**src/rtl/ppi_pkg.sv**
```systemverilog
// ppi_pkg: shared definitions for the PPI receive-side deframer.
//   Word layout: [15:13] rolling tag, [12] node marker, [11:0] sample.
//   Also holds the marker period, default frame length and the FSM state type.
package ppi_pkg;

  localparam int TAG_MSB             = 15;
  localparam int TAG_LSB             = 13;
  localparam int MARKER_BIT          = 12;
  localparam int SAMPLE_MSB          = 11;
  localparam int TAG_W               = 3;
  localparam int MARKER_PERIOD       = 256;
  localparam int IDX_W               = $clog2(MARKER_PERIOD);
  localparam int FRAME_WORDS_DEFAULT = 2560;

  typedef enum logic [1:0] {
    IDLE = 2'd0,
    SKIP = 2'd1,
    RUN  = 2'd2
  } ppi_state_e;

endpackage

```
**src/rtl/ppi_deframer_if.sv**
```systemverilog
// ppi_deframer_if: the raw PPI word stream as seen by the deframer.
//   ppi_data : 16-bit PPI word (tag / marker / sample)
//   ppi_fs   : frame sync, active high
// The master modport drives the stream (CPLD side or bench), the slave
// modport consumes it (deframer).
interface ppi_deframer_if;

  logic [15:0] ppi_data;
  logic        ppi_fs;

  modport master (output ppi_data, output ppi_fs);
  modport slave  (input  ppi_data, input  ppi_fs);

endinterface

```
**src/rtl/ppi_tag_checker.sv**
```systemverilog
// ppi_tag_checker: rolling-tag continuity and node-marker phase checker.
//   clk, rst_n  : clock, asynchronous active-low reset
//   accept      : a word is consumed this cycle
//   frame_clr   : the frame is being abandoned; forget tag history and lock
//   tag, marker : fields of the current word
//   seq_err     : registered pulse, tag discontinuity (or lock word with tag != 0)
//   marker_err  : registered pulse, marker bit disagrees with the locked phase
//   locked      : marker phase acquired in the current frame
//   err_hit     : combinational, an error pulse will be raised at this edge
module ppi_tag_checker
  import ppi_pkg::*;
(
  input  logic             clk,
  input  logic             rst_n,
  input  logic             accept,
  input  logic             frame_clr,
  input  logic [TAG_W-1:0] tag,
  input  logic             marker,
  output logic             seq_err,
  output logic             marker_err,
  output logic             locked,
  output logic             err_hit
);

  logic [TAG_W-1:0] exp_tag;
  logic             have_tag;
  logic [IDX_W-1:0] idx;
  logic [IDX_W-1:0] idx_next;
  logic             seq_err_d;
  logic             marker_err_d;
  logic             lock_now;

  // Error decisions for the current word. idx holds the position of the
  // previous word, so idx_next is where this word sits in the marker period.
  always_comb begin
    seq_err_d    = 1'b0;
    marker_err_d = 1'b0;
    lock_now     = 1'b0;
    idx_next     = idx + 1'b1;
    if (accept) begin
      if (have_tag && (tag != exp_tag)) seq_err_d = 1'b1;
      if (!locked) begin
        if (marker) begin
          lock_now = 1'b1;
          if (tag != '0) seq_err_d = 1'b1;
        end
      end else if (marker != (idx_next == '0)) begin
        marker_err_d = 1'b1;
      end
    end
  end

  assign err_hit = seq_err_d | marker_err_d;

  // Expected tag always resyncs to the word just seen, so one bad tag
  // produces a single pulse rather than a run of them.
  always_ff @(posedge clk or negedge rst_n) begin
    if (!rst_n) begin
      seq_err    <= 1'b0;
      marker_err <= 1'b0;
      locked     <= 1'b0;
      have_tag   <= 1'b0;
      exp_tag    <= '0;
      idx        <= '0;
    end else begin
      seq_err    <= seq_err_d;
      marker_err <= marker_err_d;
      if (frame_clr) begin
        locked   <= 1'b0;
        have_tag <= 1'b0;
        exp_tag  <= '0;
        idx      <= '0;
      end else if (accept) begin
        have_tag <= 1'b1;
        exp_tag  <= tag + 1'b1;
        if (lock_now) begin
          locked <= 1'b1;
          idx    <= '0;
        end else if (locked) begin
          idx <= idx_next;
        end
      end
    end
  end

endmodule

```
**src/rtl/ppi_deframer.sv**
```systemverilog
// ppi_deframer: receive-side checker/demultiplexer for the PPI stream.
//   PPI_CLK, RST_N       : word clock, asynchronous active-low reset
//   enable               : 1 = monitor the stream, 0 = hold in IDLE
//   ppi (slave)          : ppi_data / ppi_fs word stream
//   err_clr              : synchronous clear of err_count
//   ch1_data, ch2_data   : last emitted sample pair
//   pair_valid           : pulse, a new pair is on ch1_data/ch2_data
//   seq_err, marker_err  : error pulses from the tag checker
//   locked               : marker phase acquired in the current frame
//   frame_done           : pulse, frame sync fell while running
//   frame_len_ok         : with frame_done, frame length matched FRAME_WORDS
//   err_count            : saturating count of cycles with any error
// Optional statistics (err_count, err_clr, length check) are built only when
// PPI_DEFRAMER_STATS_EN is defined; otherwise err_count=0, frame_len_ok=1.
//
// The word that arrives while in IDLE with fs high is the protocol's lost
// sample: it is counted in the frame length but never processed. Every word
// presented in SKIP or RUN with fs high is accepted; SKIP only marks the
// first accepted word of the frame.
module ppi_deframer
  import ppi_pkg::*;
#(
  parameter int DATA_W      = 12,
  parameter int FRAME_WORDS = FRAME_WORDS_DEFAULT,
  parameter int ERR_CNT_W   = 8,
  parameter int LEN_W       = 12
) (
  input  logic                 PPI_CLK,
  input  logic                 RST_N,
  input  logic                 enable,
  ppi_deframer_if.slave        ppi,
  input  logic                 err_clr,
  output logic [DATA_W-1:0]    ch1_data,
  output logic [DATA_W-1:0]    ch2_data,
  output logic                 pair_valid,
  output logic                 seq_err,
  output logic                 marker_err,
  output logic                 locked,
  output logic                 frame_done,
  output logic                 frame_len_ok,
  output logic [ERR_CNT_W-1:0] err_count
);

  ppi_state_e        state;
  ppi_state_e        state_next;
  logic              accept;
  logic              frame_end;
  logic              start;
  logic              leave;
  logic [TAG_W-1:0]  tag;
  logic              marker;
  logic              is_ch2;
  logic [DATA_W-1:0] sample;
  logic [LEN_W-1:0]  len;
  logic [DATA_W-1:0] hold;
  logic              hold_valid;
  logic              err_hit;
  logic              len_match;

  assign tag       = ppi.ppi_data[TAG_MSB:TAG_LSB];
  assign marker    = ppi.ppi_data[MARKER_BIT];
  assign sample    = ppi.ppi_data[SAMPLE_MSB -: DATA_W];
  assign is_ch2    = tag[0];
  assign len_match = (len == LEN_W'(FRAME_WORDS));

  // State register.
  always_ff @(posedge PPI_CLK or negedge RST_N) begin
    if (!RST_N) state <= IDLE;
    else        state <= state_next;
  end

  // Next state and per-cycle strobes; losing fs or enable always ends the frame.
  always_comb begin
    state_next = state;
    accept     = 1'b0;
    case (state)
      IDLE: if (enable && ppi.ppi_fs) state_next = SKIP;
      SKIP, RUN: begin
        if (!enable || !ppi.ppi_fs) begin
          state_next = IDLE;
        end else begin
          state_next = RUN;
          accept     = 1'b1;
        end
      end
      default: state_next = IDLE;
    endcase
    frame_end = (state == RUN) && enable && !ppi.ppi_fs;
    start     = (state == IDLE) && (state_next == SKIP);
    leave     = (state != IDLE) && (state_next == IDLE);
  end

  ppi_tag_checker u_tag_checker (
    .clk        (PPI_CLK),
    .rst_n      (RST_N),
    .accept     (accept),
    .frame_clr  (leave),
    .tag        (tag),
    .marker     (marker),
    .seq_err    (seq_err),
    .marker_err (marker_err),
    .locked     (locked),
    .err_hit    (err_hit)
  );

  // Frame length and channel pairing. A ch2 word pairs only with the ch1
  // word accepted just before it; anything else empties the holding register.
  always_ff @(posedge PPI_CLK or negedge RST_N) begin
    if (!RST_N) begin
      len        <= '0;
      hold       <= '0;
      hold_valid <= 1'b0;
      ch1_data   <= '0;
      ch2_data   <= '0;
      pair_valid <= 1'b0;
      frame_done <= 1'b0;
    end else begin
      pair_valid <= 1'b0;
      frame_done <= frame_end;
      if (start) begin
        len <= LEN_W'(1);
      end else if (leave) begin
        len        <= '0;
        hold       <= '0;
        hold_valid <= 1'b0;
      end else if (accept) begin
        if (len != '1) len <= len + 1'b1;
        if (!is_ch2) begin
          hold       <= sample;
          hold_valid <= 1'b1;
        end else begin
          hold_valid <= 1'b0;
          if (hold_valid) begin
            ch1_data   <= hold;
            ch2_data   <= sample;
            pair_valid <= 1'b1;
          end
        end
      end
    end
  end

`ifdef PPI_DEFRAMER_STATS_EN
  // Error cycle counter; clear wins over a simultaneous error.
  always_ff @(posedge PPI_CLK or negedge RST_N) begin
    if (!RST_N) begin
      err_count <= '0;
    end else if (err_clr) begin
      err_count <= '0;
    end else if (err_hit && (err_count != '1)) begin
      err_count <= err_count + 1'b1;
    end
  end

  // Length verdict accompanies the frame_done pulse only.
  always_ff @(posedge PPI_CLK or negedge RST_N) begin
    if (!RST_N) frame_len_ok <= 1'b0;
    else        frame_len_ok <= frame_end && len_match;
  end
`else
  logic unused_stats;
  assign unused_stats = ^{err_clr, err_hit, len_match};
  assign err_count    = '0;
  assign frame_len_ok = 1'b1;
`endif

endmodule

```
**src/flat_wrapper.sv**
```systemverilog
// flat-port wrapper written by rule: the top's interface ports become plain ports
module ppi_deframer_flat import ppi_pkg::*;
#(
  parameter int DATA_W      = 12,
  parameter int FRAME_WORDS = FRAME_WORDS_DEFAULT,
  parameter int ERR_CNT_W   = 8,
  parameter int LEN_W       = 12
)
  (PPI_CLK, RST_N, enable, err_clr, ch1_data, ch2_data, pair_valid, seq_err, marker_err, locked, frame_done, frame_len_ok, err_count, ppi_ppi_data, ppi_ppi_fs);
  ppi_deframer_if ppi_i ();
  input  logic PPI_CLK;
  input  logic RST_N;
  input  logic enable;
  input  logic err_clr;
  output logic [DATA_W-1:0] ch1_data;
  output logic [DATA_W-1:0] ch2_data;
  output logic pair_valid;
  output logic seq_err;
  output logic marker_err;
  output logic locked;
  output logic frame_done;
  output logic frame_len_ok;
  output logic [ERR_CNT_W-1:0] err_count;
  input wire logic [$bits(ppi_i.ppi_data)-1:0] ppi_ppi_data;
  input wire logic [$bits(ppi_i.ppi_fs)-1:0] ppi_ppi_fs;
  assign ppi_i.ppi_data = ppi_ppi_data;
  assign ppi_i.ppi_fs = ppi_ppi_fs;
  ppi_deframer #(.DATA_W(DATA_W), .FRAME_WORDS(FRAME_WORDS), .ERR_CNT_W(ERR_CNT_W), .LEN_W(LEN_W)) u_core (.PPI_CLK(PPI_CLK), .RST_N(RST_N), .enable(enable), .ppi(ppi_i), .err_clr(err_clr), .ch1_data(ch1_data), .ch2_data(ch2_data), .pair_valid(pair_valid), .seq_err(seq_err), .marker_err(marker_err), .locked(locked), .frame_done(frame_done), .frame_len_ok(frame_len_ok), .err_count(err_count));
endmodule
```
**config.mk**
```make
export PLATFORM = sky130hd
export DESIGN_NAME = ppi_deframer_flat
export DESIGN_NICKNAME = d
export VERILOG_FILES = /design/src/rtl/ppi_pkg.sv /design/src/rtl/ppi_deframer_if.sv /design/src/rtl/ppi_tag_checker.sv /design/src/rtl/ppi_deframer.sv /design/src/flat_wrapper.sv
export SDC_FILE = /design/constraint.sdc
export NUM_CORES = 1
export LEC_CHECK = 0
export BUFFER_PORTS_ARGS = -buffer_cell sky130_fd_sc_hd__buf_2
export CAP_MARGIN = 30
export CORE_AREA = 2 2 82 84
export CTS_BUF_LIST = sky130_fd_sc_hd__clkbuf_2
export CTS_CLUSTER_SIZE = 20
export DETAILED_ROUTE_END_ITERATION = 7
export DIE_AREA = 0 0 84 86
export PLACE_DENSITY = 0.64
export SLEW_MARGIN = 20
export SYNTH_ARGS = -nofsm -noshare
export SYNTH_HDL_FRONTEND = slang
export SYNTH_SLANG_ARGS = --single-unit
```
**constraint.sdc**
```tcl
create_clock -name PPI_CLK -period 2.5 [get_ports PPI_CLK]
set_clock_uncertainty 0.05 [all_clocks]
set_input_delay 0.125 -clock PPI_CLK [delete_from_list [all_inputs] [get_ports PPI_CLK]]
set_output_delay 0.125 -clock PPI_CLK [all_outputs]
set_load 0.01 [all_outputs]
```
==> out/results.ini <==
[final_layout]
final_util_pct = 47.8
nFillCells = 609
num_antenna_cells = 0
final_common_cell = dfrtp_1
drive_above_1_share_pct = 31.4
area_growth_pct = 21.2
finalNetCount = 305
layout_common_cells = dfrtp_1, buf_2, mux2_2

[setup_path]
cp.depth = 6
worst_setup_path_start_kind = flip-flop
worst-path-buf-inv = 0
critPathMaxFanout = 6
worst-r2r-cell-count = 6
cpLargestDelayFamily = simple AND/OR/NAND/NOR gates
critPathRequiredTime_ns = 2.85
cpPeakStageDelay_ns = 0.52
crit_type = reg -> reg
path_cells = ha_1 -> nand2_1 -> nor4_1 -> o31ai_1 -> or4_1 -> a211oi_2
crit_path_end_kind = flip-flop
crit_path_top_delay_cell = dfrtp_1
cp.arrival_ns = 2.35

[power_and_ir_drop]
power.density_nw_per_um2 = 704
ir_drop_uv = 394
p_leak_nw = 1.63
power_mw = 2.11

[sta]
rsz0062_at_grt = false
slew_headroom_pct = 49.8
worst_slew_pin_slew_ns = 0.753
fin_setup_tns_ns = 0
post-route-min-period_ns = 2.01
finalSetupViolations = 0
fmax_ghz = 0.498
timing.final.crit_share_pct = 80.3
hold_violations = 0
slew_viol_final = 0

[floorplan]
die_w_um = 84
io_pins = 59
core_area_um2 = 6280
fp-row-count = 29
die_h_um = 86
die-area_um2 = 7220
start_util_pct = 39.4

[detailed_routing]
firstDrtPassIters = 4
viasPerCell = 4.93
ant_nets = 0
drt_iter0_drc = 84
drc_errors = 0
routed_wl_um = 4980
wire_per_inst_um = 14.1
num_vias = 1746

[clock_tree]
numCtsBuffers = 5
cts_root_buffer = clkbuf_2
clk_path_buf_depth = 2
cts_tree = built
clk_pin_slew_ns = 0.28
htreeDepth = 2
clkSinkCount = 55
insertion_delay_ns = 0.47

[grt]
grt_overflow_total = 0
grt_pass1_wl_um = 8580
grt_start_max_net_pins = 35
grt.total_usage_pct = 15.0
grt_antenna_before_repair = 0
grt_pass1_vias = 1749

[synthesis]
synth_cell_types = 33
syn_area_per_cell_um2 = 11.9
synth_seq_cells = 55
synth_warnings = 0
yosysSeqAreaShare_pct = 55.6
synth_top_area_share_pct = 55.6
syn-cell-area_um2 = 2470
yosys-top-cells-area = dfrtp_1, mux2_2, a22o_1
synth_top_area_cell = dfrtp_1
syn_inst = 208

[outcome]
outcome = completed

[run]
max-cap-violations = 0

[placement]
routabilityCongestion = 0.740
dp_hpwl_um = 3410
portBuffers = 48

[min_path]
hp-class = in -> reg
holdPathStages = 5

metrics by stage:
stage	instances	setup WS, ns	area [µm²]	hold WS (ns)
after floorplan	215	0.656	2500	-0.221
after global placement	327	0.561	2760	0.198
after detailed placement	327	0.527	2760	0.203
after CTS	354	0.493	3000	0.0324
after global routing	354	0.314	3000	0.0724
final	354	0.492	3000	0.0569
cells in the mapped netlist, drive strengths merged:
library cell and instances:
dfrtp 55, mux2 24, nand2 13, a22o 12, buf 12, inv 11
o21ai 11, nor2 9, ha 8, a21oi 7, nand3 7, o31ai 7
clkbuf 6, xor2 5, a21o 2, conb 2, nor2b 2, nor3 2
nor4 2, o41ai 2, a211oi 1, a32o 1, and3 1, and4b 1
nand4 1, o211ai 1, or2 1, or4 1, xnor2 1
worst min-delay path, cell delays in order:
cell and delay (ns):
buf_2 0.11, ha_1 0.16, xor2_1 0.06, nand2_1 0.05, o21ai_0 0.06
report_power, final:
group	internal, mW	switching [mW]
sequential	1.03	0.0825
combinational	0.266	0.353
clock	0.0745	0.303
total	1.37	0.739
logic make-up (layout without fill, tap and decap cells):
group	after synthesis	after routing	share of synthesized area, %
multiplexers	24	24	10.9
other	2	9	0.304
AO/OA/AOI/OAI	44	44	12.8
XOR/XNOR	6	6	2.12
buffers and inverters	29	91	6.22
adder cells (fa/ha/maj)	8	8	4.05
flip-flops	55	55	55.6
AND/OR/NAND/NOR	40	40	7.89
flip-flops by register name, summed over array words and instances (netlist names):
name	count
u_core.hold_valid	1
u_core.ch1_data	12
u_core.u_tag_checker.have_tag	1
u_core.pair_valid	1
u_core.u_tag_checker.idx	8
u_core.hold	12
u_core.u_tag_checker.marker_err	1
u_core.u_tag_checker.locked	1
u_core.state	2
u_core.frame_done	1
u_core.ch2_data	12
u_core.u_tag_checker.exp_tag	2
u_core.u_tag_checker.seq_err	1
metal layers:
metal  GRT usage [%]  share of wire [%]
met5               0                  0
met4            4.84                1.3
met3            3.46                3.2
met2            25.2                 50
met1            19.5                 46
final cells by class:
class | instances | area [µm²] | share of cell area [%]
clock inverter | 3 | 21.3 | 0.710
sequential | 55 | 1380 | 45.9
timing repair buffer | 72 | 468 | 15.6
tap | 77 | 96.3 | 3.21
inverter | 11 | 41.3 | 1.38
clock buffer | 5 | 25.0 | 0.835
multi-input combinational | 131 | 970 | 32.3
worst paths after layout:
| check | end | slack, ns | from |
|---|---|---|---|
| min reg2reg | u_core.u_tag_checker.have_tag | 0.48 | u_core.u_tag_checker.have_tag |
| min | u_core.u_tag_checker.exp_tag[2] | 0.06 | ppi_ppi_data[14] |
| max reg2reg | u_core.u_tag_checker.marker_err | 0.49 | u_core.u_tag_checker.idx[0] |
| max | u_core.u_tag_checker.marker_err | 0.49 | u_core.u_tag_checker.idx[0] |
| max in group asynchronous | u_core.u_tag_checker.idx[7] | 1.60 | RST_N |
| min in group asynchronous | u_core.ch2_data[3] | 0.16 | RST_N |
what timing repair did:
item                      in CTS  in global routing
setup buffers                  0                  0
hold buffers                  19                  0
hold endpoints to repair      62                  0
resized for setup              0                  0
Note: power is estimated with default switching activity, not from simulation.
